[src/rtl/ring_osc_freq_meter.sv]
// Ring-oscillator tap frequency meter: selects one of six taps, synchronises it and
// counts its rising edges over a fixed gate window, reporting a saturating count.
module ring_osc_freq_meter #(
    parameter int GATE_CYCLES = 1024,
    parameter int CNT_W       = 16,
    parameter int SYNC_STAGES = 2
) (
    input  logic             i_clk,
    input  logic             i_rst_n,
    input  logic [5:0]       i_tap_in,
    input  logic [2:0]       i_tap_sel,
    input  logic             i_start,
    output logic             o_busy,
    output logic             o_done,
    output logic [CNT_W-1:0] o_count,
    output logic             o_overflow
);
    localparam int TIMER_W = $clog2(GATE_CYCLES);
    localparam int ARM_W   = $clog2(SYNC_STAGES + 1);
    localparam logic [TIMER_W-1:0] TIMER_LAST = TIMER_W'(GATE_CYCLES - 1);
    localparam logic [ARM_W-1:0]   ARM_LAST   = ARM_W'(SYNC_STAGES);

    typedef enum logic [1:0] {S_IDLE, S_ARM, S_GATE, S_DONE} state_t;

    state_t                 r_state;
    state_t                 w_state_next;
    logic [2:0]             r_sel;
    logic [SYNC_STAGES-1:0] r_sync;
    logic                   r_hist;
    logic [TIMER_W-1:0]     r_timer;
    logic [ARM_W-1:0]       r_arm_cnt;
    logic [CNT_W-1:0]       r_edge_cnt;
    logic                   r_ovf_int;
    logic [CNT_W-1:0]       r_count;
    logic                   r_overflow;

    logic                   w_tap_mux;
    logic                   w_sync_out;
    logic                   w_edge;
    logic [CNT_W-1:0]       w_cnt_next;
    logic                   w_ovf_next;

    // Selections 6 and 7 deliberately measure a constant-zero input.
    assign w_tap_mux  = (r_sel < 3'd6) ? i_tap_in[r_sel] : 1'b0;
    assign w_sync_out = r_sync[SYNC_STAGES-1];
    assign w_edge     = w_sync_out & ~r_hist;

    assign o_count    = r_count;
    assign o_overflow = r_overflow;

    always_ff @(posedge i_clk or negedge i_rst_n) begin
        if (!i_rst_n) begin
            r_sync <= '0;
            r_hist <= 1'b0;
        end else begin
            r_sync <= {r_sync[SYNC_STAGES-2:0], w_tap_mux};
            r_hist <= w_sync_out;
        end
    end

    // Saturating edge counter: an edge arriving at all-ones flags overflow instead of wrapping.
    always_comb begin
        w_cnt_next = r_edge_cnt;
        w_ovf_next = r_ovf_int;
        if (w_edge) begin
            if (&r_edge_cnt) begin
                w_ovf_next = 1'b1;
            end else begin
                w_cnt_next = r_edge_cnt + CNT_W'(1);
            end
        end
    end

    always_ff @(posedge i_clk or negedge i_rst_n) begin
        if (!i_rst_n) begin
            r_state <= S_IDLE;
        end else begin
            r_state <= w_state_next;
        end
    end

    always_comb begin
        w_state_next = r_state;
        o_busy       = 1'b0;
        o_done       = 1'b0;
        case (r_state)
            S_IDLE: begin
                if (i_start) begin
                    w_state_next = S_ARM;
                end
            end
            S_ARM: begin
                o_busy = 1'b1;
                if (r_arm_cnt == ARM_LAST) begin
                    w_state_next = S_GATE;
                end
            end
            S_GATE: begin
                o_busy = 1'b1;
                if (r_timer == TIMER_LAST) begin
                    w_state_next = S_DONE;
                end
            end
            S_DONE: begin
                o_done       = 1'b1;
                w_state_next = S_IDLE;
            end
            default: w_state_next = S_IDLE;
        endcase
    end

    // The result registers load on the final gate edge so they are already valid while done is high.
    always_ff @(posedge i_clk or negedge i_rst_n) begin
        if (!i_rst_n) begin
            r_sel      <= 3'd0;
            r_timer    <= '0;
            r_arm_cnt  <= '0;
            r_edge_cnt <= '0;
            r_ovf_int  <= 1'b0;
            r_count    <= '0;
            r_overflow <= 1'b0;
        end else begin
            case (r_state)
                S_IDLE: begin
                    if (i_start) begin
                        r_sel      <= i_tap_sel;
                        r_timer    <= '0;
                        r_arm_cnt  <= '0;
                        r_edge_cnt <= '0;
                        r_ovf_int  <= 1'b0;
                    end
                end
                S_ARM: begin
                    r_arm_cnt <= r_arm_cnt + ARM_W'(1);
                end
                S_GATE: begin
                    r_edge_cnt <= w_cnt_next;
                    r_ovf_int  <= w_ovf_next;
                    r_timer    <= r_timer + TIMER_W'(1);
                    if (r_timer == TIMER_LAST) begin
                        r_count    <= w_cnt_next;
                        r_overflow <= w_ovf_next;
                    end
                end
                default: begin
                end
            endcase
        end
    end
endmodule
[config.mk]
export PLATFORM = sky130hd
export DESIGN_NAME = ring_osc_freq_meter
export DESIGN_NICKNAME = d
export VERILOG_FILES = /design/src/rtl/ring_osc_freq_meter.sv
export SDC_FILE = /design/constraint.sdc
export NUM_CORES = 1
export LEC_CHECK = 0
export CORE_UTILIZATION = 49
export CTS_CLUSTER_SIZE = 14
export DETAILED_ROUTE_END_ITERATION = 8
export GPL_TIMING_DRIVEN = 0
export PLACE_DENSITY = 0.71
export SLEW_MARGIN = 20
export SYNTH_ARGS = -nofsm -noshare
export SYNTH_HDL_FRONTEND = slang
export SYNTH_SLANG_ARGS = --single-unit
[constraint.sdc]
create_clock -name i_clk -period 3.7 [get_ports i_clk]
set_input_delay 0.555 -clock i_clk [delete_from_list [all_inputs] [get_ports i_clk]]
set_output_delay 0.555 -clock i_clk [all_outputs]
set_load 0.02 [all_outputs]
; After elaboration in Yosys (flattened, before gate mapping)
; Cells that the tools add are included.
[op_classes]
addsub = 3
order_cmp = 2
eq_ne = 8
muxes = 21
bitwise = 2
n_reduce_logical = 10
[op_table]
columns = cell, n
row1 = $mux W16, 3
row2 = $pmux W16 S2, 1
row3 = $pmux W10 S2, 1
row4 = $add A16 B1 Y16 const B, 1
row5 = $reduce_and A16 Y1, 1
row6 = $add A10 B1 Y10 const B, 1
row7 = $eq A10 B10 Y1 const B, 1
row8 = $mux W10, 1
row9 = $mux W2, 4
row10 = $pmux W2 S4, 1
row11 = $reduce_and A2 Y1, 4
row12 = $mux W1, 7
row13 = $eq A2 B2 Y1 const B, 3
row14 = $ne A2 B2 Y1 const B, 3
row15 = $lt A3 B4 Y1 const B, 1
row16 = $pmux W2 S2, 1
row17 = $reduce_bool A2 Y1, 2
row18 = $bmux W1 S3, 1
row19 = $lt A3 B3 Y1 const B, 1
row20 = $reduce_and A3 Y1, 1
row21 = $add A2 B1 Y2 const B, 1
row22 = $eq A2 B1 Y1 const B, 1
row23 = $logic_not A2 Y1, 1
row24 = $pmux W1 S2, 1
row25 = 3 further kinds, 3
[totals]
reg_bits = 54
elab_cells = 56

; Longest topological paths before layout
[logic_depth]
word_depth = 4
ltp_mapped = 8
depth_no_buf = 7

; Worst setup path before layout
; Ideal clock, no wire load.
[synth_timing]
path_kind = register to register
from = register r_state[0]
to = register r_edge_cnt[10]
setup_time_ns = 0.082
t_arrival_ns = 1.675
required_time_ns = 3.618
slack_ns = 1.943
stages_incl_launch_ff = 9
n_path_buf = 2
period_less_slack_ns = 1.757
cell_sequence = dfrtp_1 > inv_1 > ha_1 > nand2b_1 > and2_1 > clkbuf_1 > clkbuf_1 > o21ai_0 > a31oi_1
[synth_via]
elab_chain_len = 3
[synth_lines]
columns = element, line_no
row1 = "start, declared", 25  ; state_t r_state;
row2 = "start signal, assigned", 78  ; r_state <= w_state_next;
row3 = $eq A2 B2 Y1 / $logic_not A2 Y1 (equally long branches), 123  ; case (r_state)
row4 = $reduce_bool A2 Y1 (no source line) / $ne A2 B2 Y1 (equally long branches), -
row5 = $reduce_and A2 Y1 (no source line), -
row6 = "end signal, assigned", 137  ; r_edge_cnt <= w_cnt_next;
row7 = "end, declared", 32  ; logic [CNT_W-1:0] r_edge_cnt;
; Parallel ways exist; a longest one is shown, timed or not.
; A chain may end at the register's enable or synchronous reset.

; Worst setup path in the final report
[layout_timing]
from = input port i_start
to = register r_edge_cnt[10]
[layout_via]
elab_chain_len = 2
[layout_lines]
columns = element, line_no
row1 = "start, declared", 12  ; input logic i_start,
row2 = $ne A2 B2 Y1 (no source line), -
row3 = $reduce_and A2 Y1 (no source line), -
; No other way between the ends.

==> metrics.md <==
| Metric | Value |
|---|---|
| Slack of the critical path | `1.42 ns` |
| RePlAce Congestion | `~0.84` |
| Overflow after GRT | `0` |
| Post-layout nets | `353` |
| Die ar. | `6120 µm²` |
| Status | `finished clean` |
| Number of remaining DRC errors | `0` |
| Via density | `5.71` |
| RSZ-0062 raised after global routing | `no` |
| Setup Slack @ Placement | `about 1.1 ns` |
| Commonest non-fill, non-tap cell in the layout | `dfrtp_1` |
| Worst Hold Class | `in2async` |
| Postcts setup bufs | `0` |
| Max cap viols | `0` |
| P_leak | `1.44 nW` |
| Total power draw | `1.23 mW` |
| Most frequent cells in the layout | `dfrtp_1, nand2_1, o21ai_0` |
| DRT iter0 DRCs | `103` |
| Critical path required time | `3.94 ns` |
| Clock tree buffer depth | `2` |
| CTS Sinks | `54` |
| Sequential fraction of the synthesis area | `47.5%` |
| Initial core utilization | `51.4%` |
| Final Hold Fails | `0` |
| Vias | `about 2300` |
| CP Launch Type | `input port` |
| Gr usage total | `21.5%` |
| Worst Tran Pin Value | `0.668 ns` |
| Endpoint class of the critical path | `register` |
| Maximum clock rate | `439 MHz` |
| Final Max Slew Viols | `0` |
| Gate Count Post-Synth | `~300` |
| # setup viols final | `0` |
| Hold Buf Count CTS | `0` |
| Vias in the first global route | `~2200` |
| # IOs | `31` |
| Placed cells | `398` |
| H-tree depth | `2` |
| Max rail drop VDD | `roughly 0.00026 V` |
| First-pass DRT Iterations | `5` |
| Ratio of cells with drive above 1 in the final layout | `8.08%` |
| Site Rows | `27` |
| Number of CTS-inserted buffers | `5` |
| Mapped Nets | `between 300 and 400` |
| Detailed Place HPWL | `4.27 mm` |
| CTS Root Cell | `clkbuf_8` |
| WP data arrival | `2.52 ns` |
| Number of enable flip-flop cells after synthesis | `0` |
| Crit-path max FO | `10` |
| Synth-to-Final Area Change | `18.6%` |
| Clk pin slew, worst setup/hold paths | `0.09 ns` |
| Fin crit period | `2.28 ns` |
| Post-Layout Cell Count | `406` |
| #FFs+latches synth | `54` |
| Die height | `slightly below 80 µm` |
| Yosys cell types | `43` |
| Post-CTS Resized | `0` |
| Core ar. | `5540 µm²` |
| Setup TNS | `0 ns` |
| Yosys synthesis warning count | `0` |
| Crit path kind | `in2reg` |
| Die width | `~78 µm` |
| Initial antenna violation count | `0` |
| Pin count of the biggest net entering global routing | `55` |
| Global-route wire length before repair | `roughly 10 mm` |
| PD cells | `364 nW/µm²` |
| CTS tree | `built` |
| Clk_lat worst skew | `around 0.32 ns` |
| Final Routed Wirelength | `between 6 and 7 mm` |
| ANT cells | `0` |
| Average cell area after synthesis | `just under 10 µm²` |
| Number of port buffers | `30` |
| Rel. slew slack | `55.5%` |
| Main synth FF type | `dfrtp_1` |
| Mapped Area | `2850 µm²` |
| Final worst path period share | `61.6%` |
| Post-synth ARST share | `100%` |
| Routed Antenna Nets | `0` |
| DR WL/cell | `14.9 µm` |
| Clk_skew | `0.00681 ns` |
## routing by layer
layer	up-vias	track usage, %	share of wire, %
met5	-	0	0
met1	1113	27.9	47
li1	1144	-	-
met4	0	6.85	1.3
met3	9	3.84	4.2
met2	52	36.3	48
## final cells by class
| class | count | area, µm² |
|---|---|---|
| multi-input combinational | 221 | 1410 |
| buffer | 12 | 52.6 |
| clock inverter | 2 | 60.1 |
| fill | 496 | 2160 |
| sequential | 54 | 1350 |
| inverter | 9 | 33.8 |
| tap | 72 | 90.1 |
| timing repair buffer | 30 | 298 |
| clock buffer | 6 | 82.6 |
## worst max-delay path: stages
cell,delay (ns)
clkdlybuf4s50_1,0.50
nand2b_1,0.22
and2_1,0.15
clkbuf_1,0.23
clkbuf_1,0.49
o21ai_0,0.17
a31oi_1,0.19
## cell usage after synthesis (3+ instances only)
library cell / count / area [µm²]
and4_1: 3 / 26.3
mux2_2: 6 / 67.6
o21ai_1: 8 / 40.0
a22o_1: 3 / 26.3
a21o_1: 6 / 45.0
a21oi_1: 16 / 80.1
and3_1: 3 / 18.8
xor2_1: 4 / 35.0
xnor2_1: 10 / 87.6
dfrtp_1: 54 / 1350
inv_1: 9 / 33.8
nand4_1: 7 / 43.8
clkbuf_1: 8 / 30.0
nand2b_1: 3 / 18.8
buf_2: 3 / 15.0
a31oi_1: 9 / 56.3
ha_1: 8 / 100
nor4_1: 4 / 25.0
o21ai_0: 32 / 160
nor2_1: 19 / 71.3
nand3_1: 12 / 60.1
nor3_1: 6 / 30.0
or3_1: 3 / 18.8
nand2_1: 34 / 128
## final timing paths
check | from | end | slack [ns] | depth (start not counted)
setup / recovery | i_start | r_edge_cnt[10] | 1.42 | 7
hold / removal | i_rst_n | o_count[9] | 0.27 | 1
setup reg to reg | r_state[0] | r_edge_cnt[10] | 1.46 | 8
hold reg to reg | r_sync[0] | r_sync[1] | 0.36 | 0
max in group asynchronous | i_rst_n | o_count[14] | 2.99 | 1
min in group i_clk | r_sync[0] | r_sync[1] | 0.36 | 0
## through the flow
| step | hold slack, ns | utilization, % | area [µm²] |
|---|---|---|---|
| 6_report | 0.268 | 60.9 | 3380 |
| 5_1_grt | 0.336 | 60.9 | 3380 |
| 4_1_cts | 0.305 | 60.9 | 3380 |
| 3_5_place_dp | 0.340 | 58.4 | 3230 |
| 3_3_place_gp | 0.334 | 58.4 | 3240 |
| 2_1_floorplan | 0.259 | - | 2850 |
## cells by family after synthesis
group,Yosys count,share of synthesized area (%)
AO/OA/AOI/OAI,84,17.3
XOR/XNOR,14,4.31
adder cells (fa/ha/maj),8,3.52
buffers and inverters,21,3.03
flip-flops,54,47.5
multiplexers,9,3.87
AND/OR/NAND/NOR,106,20.5
## power by group
part | total (mW) | internal (mW) | switching [mW] | leakage, nW
clock | 0.484 | 0.288 | 0.196 | 0.0714
combinational | 0.104 | 0.0491 | 0.0553 | 0.658
sequential | 0.641 | 0.611 | 0.0300 | 0.705
## sequential cells by signal, indices dropped and copies added, names as in the netlist
name / flops
r_hist: 1
r_state: 2
r_sel: 3
o_overflow: 1
r_arm_cnt: 2
r_sync: 2
r_timer: 10
r_edge_cnt: 16
r_ovf_int: 1
o_count: 16
Power figures use the tool's default switching activity.
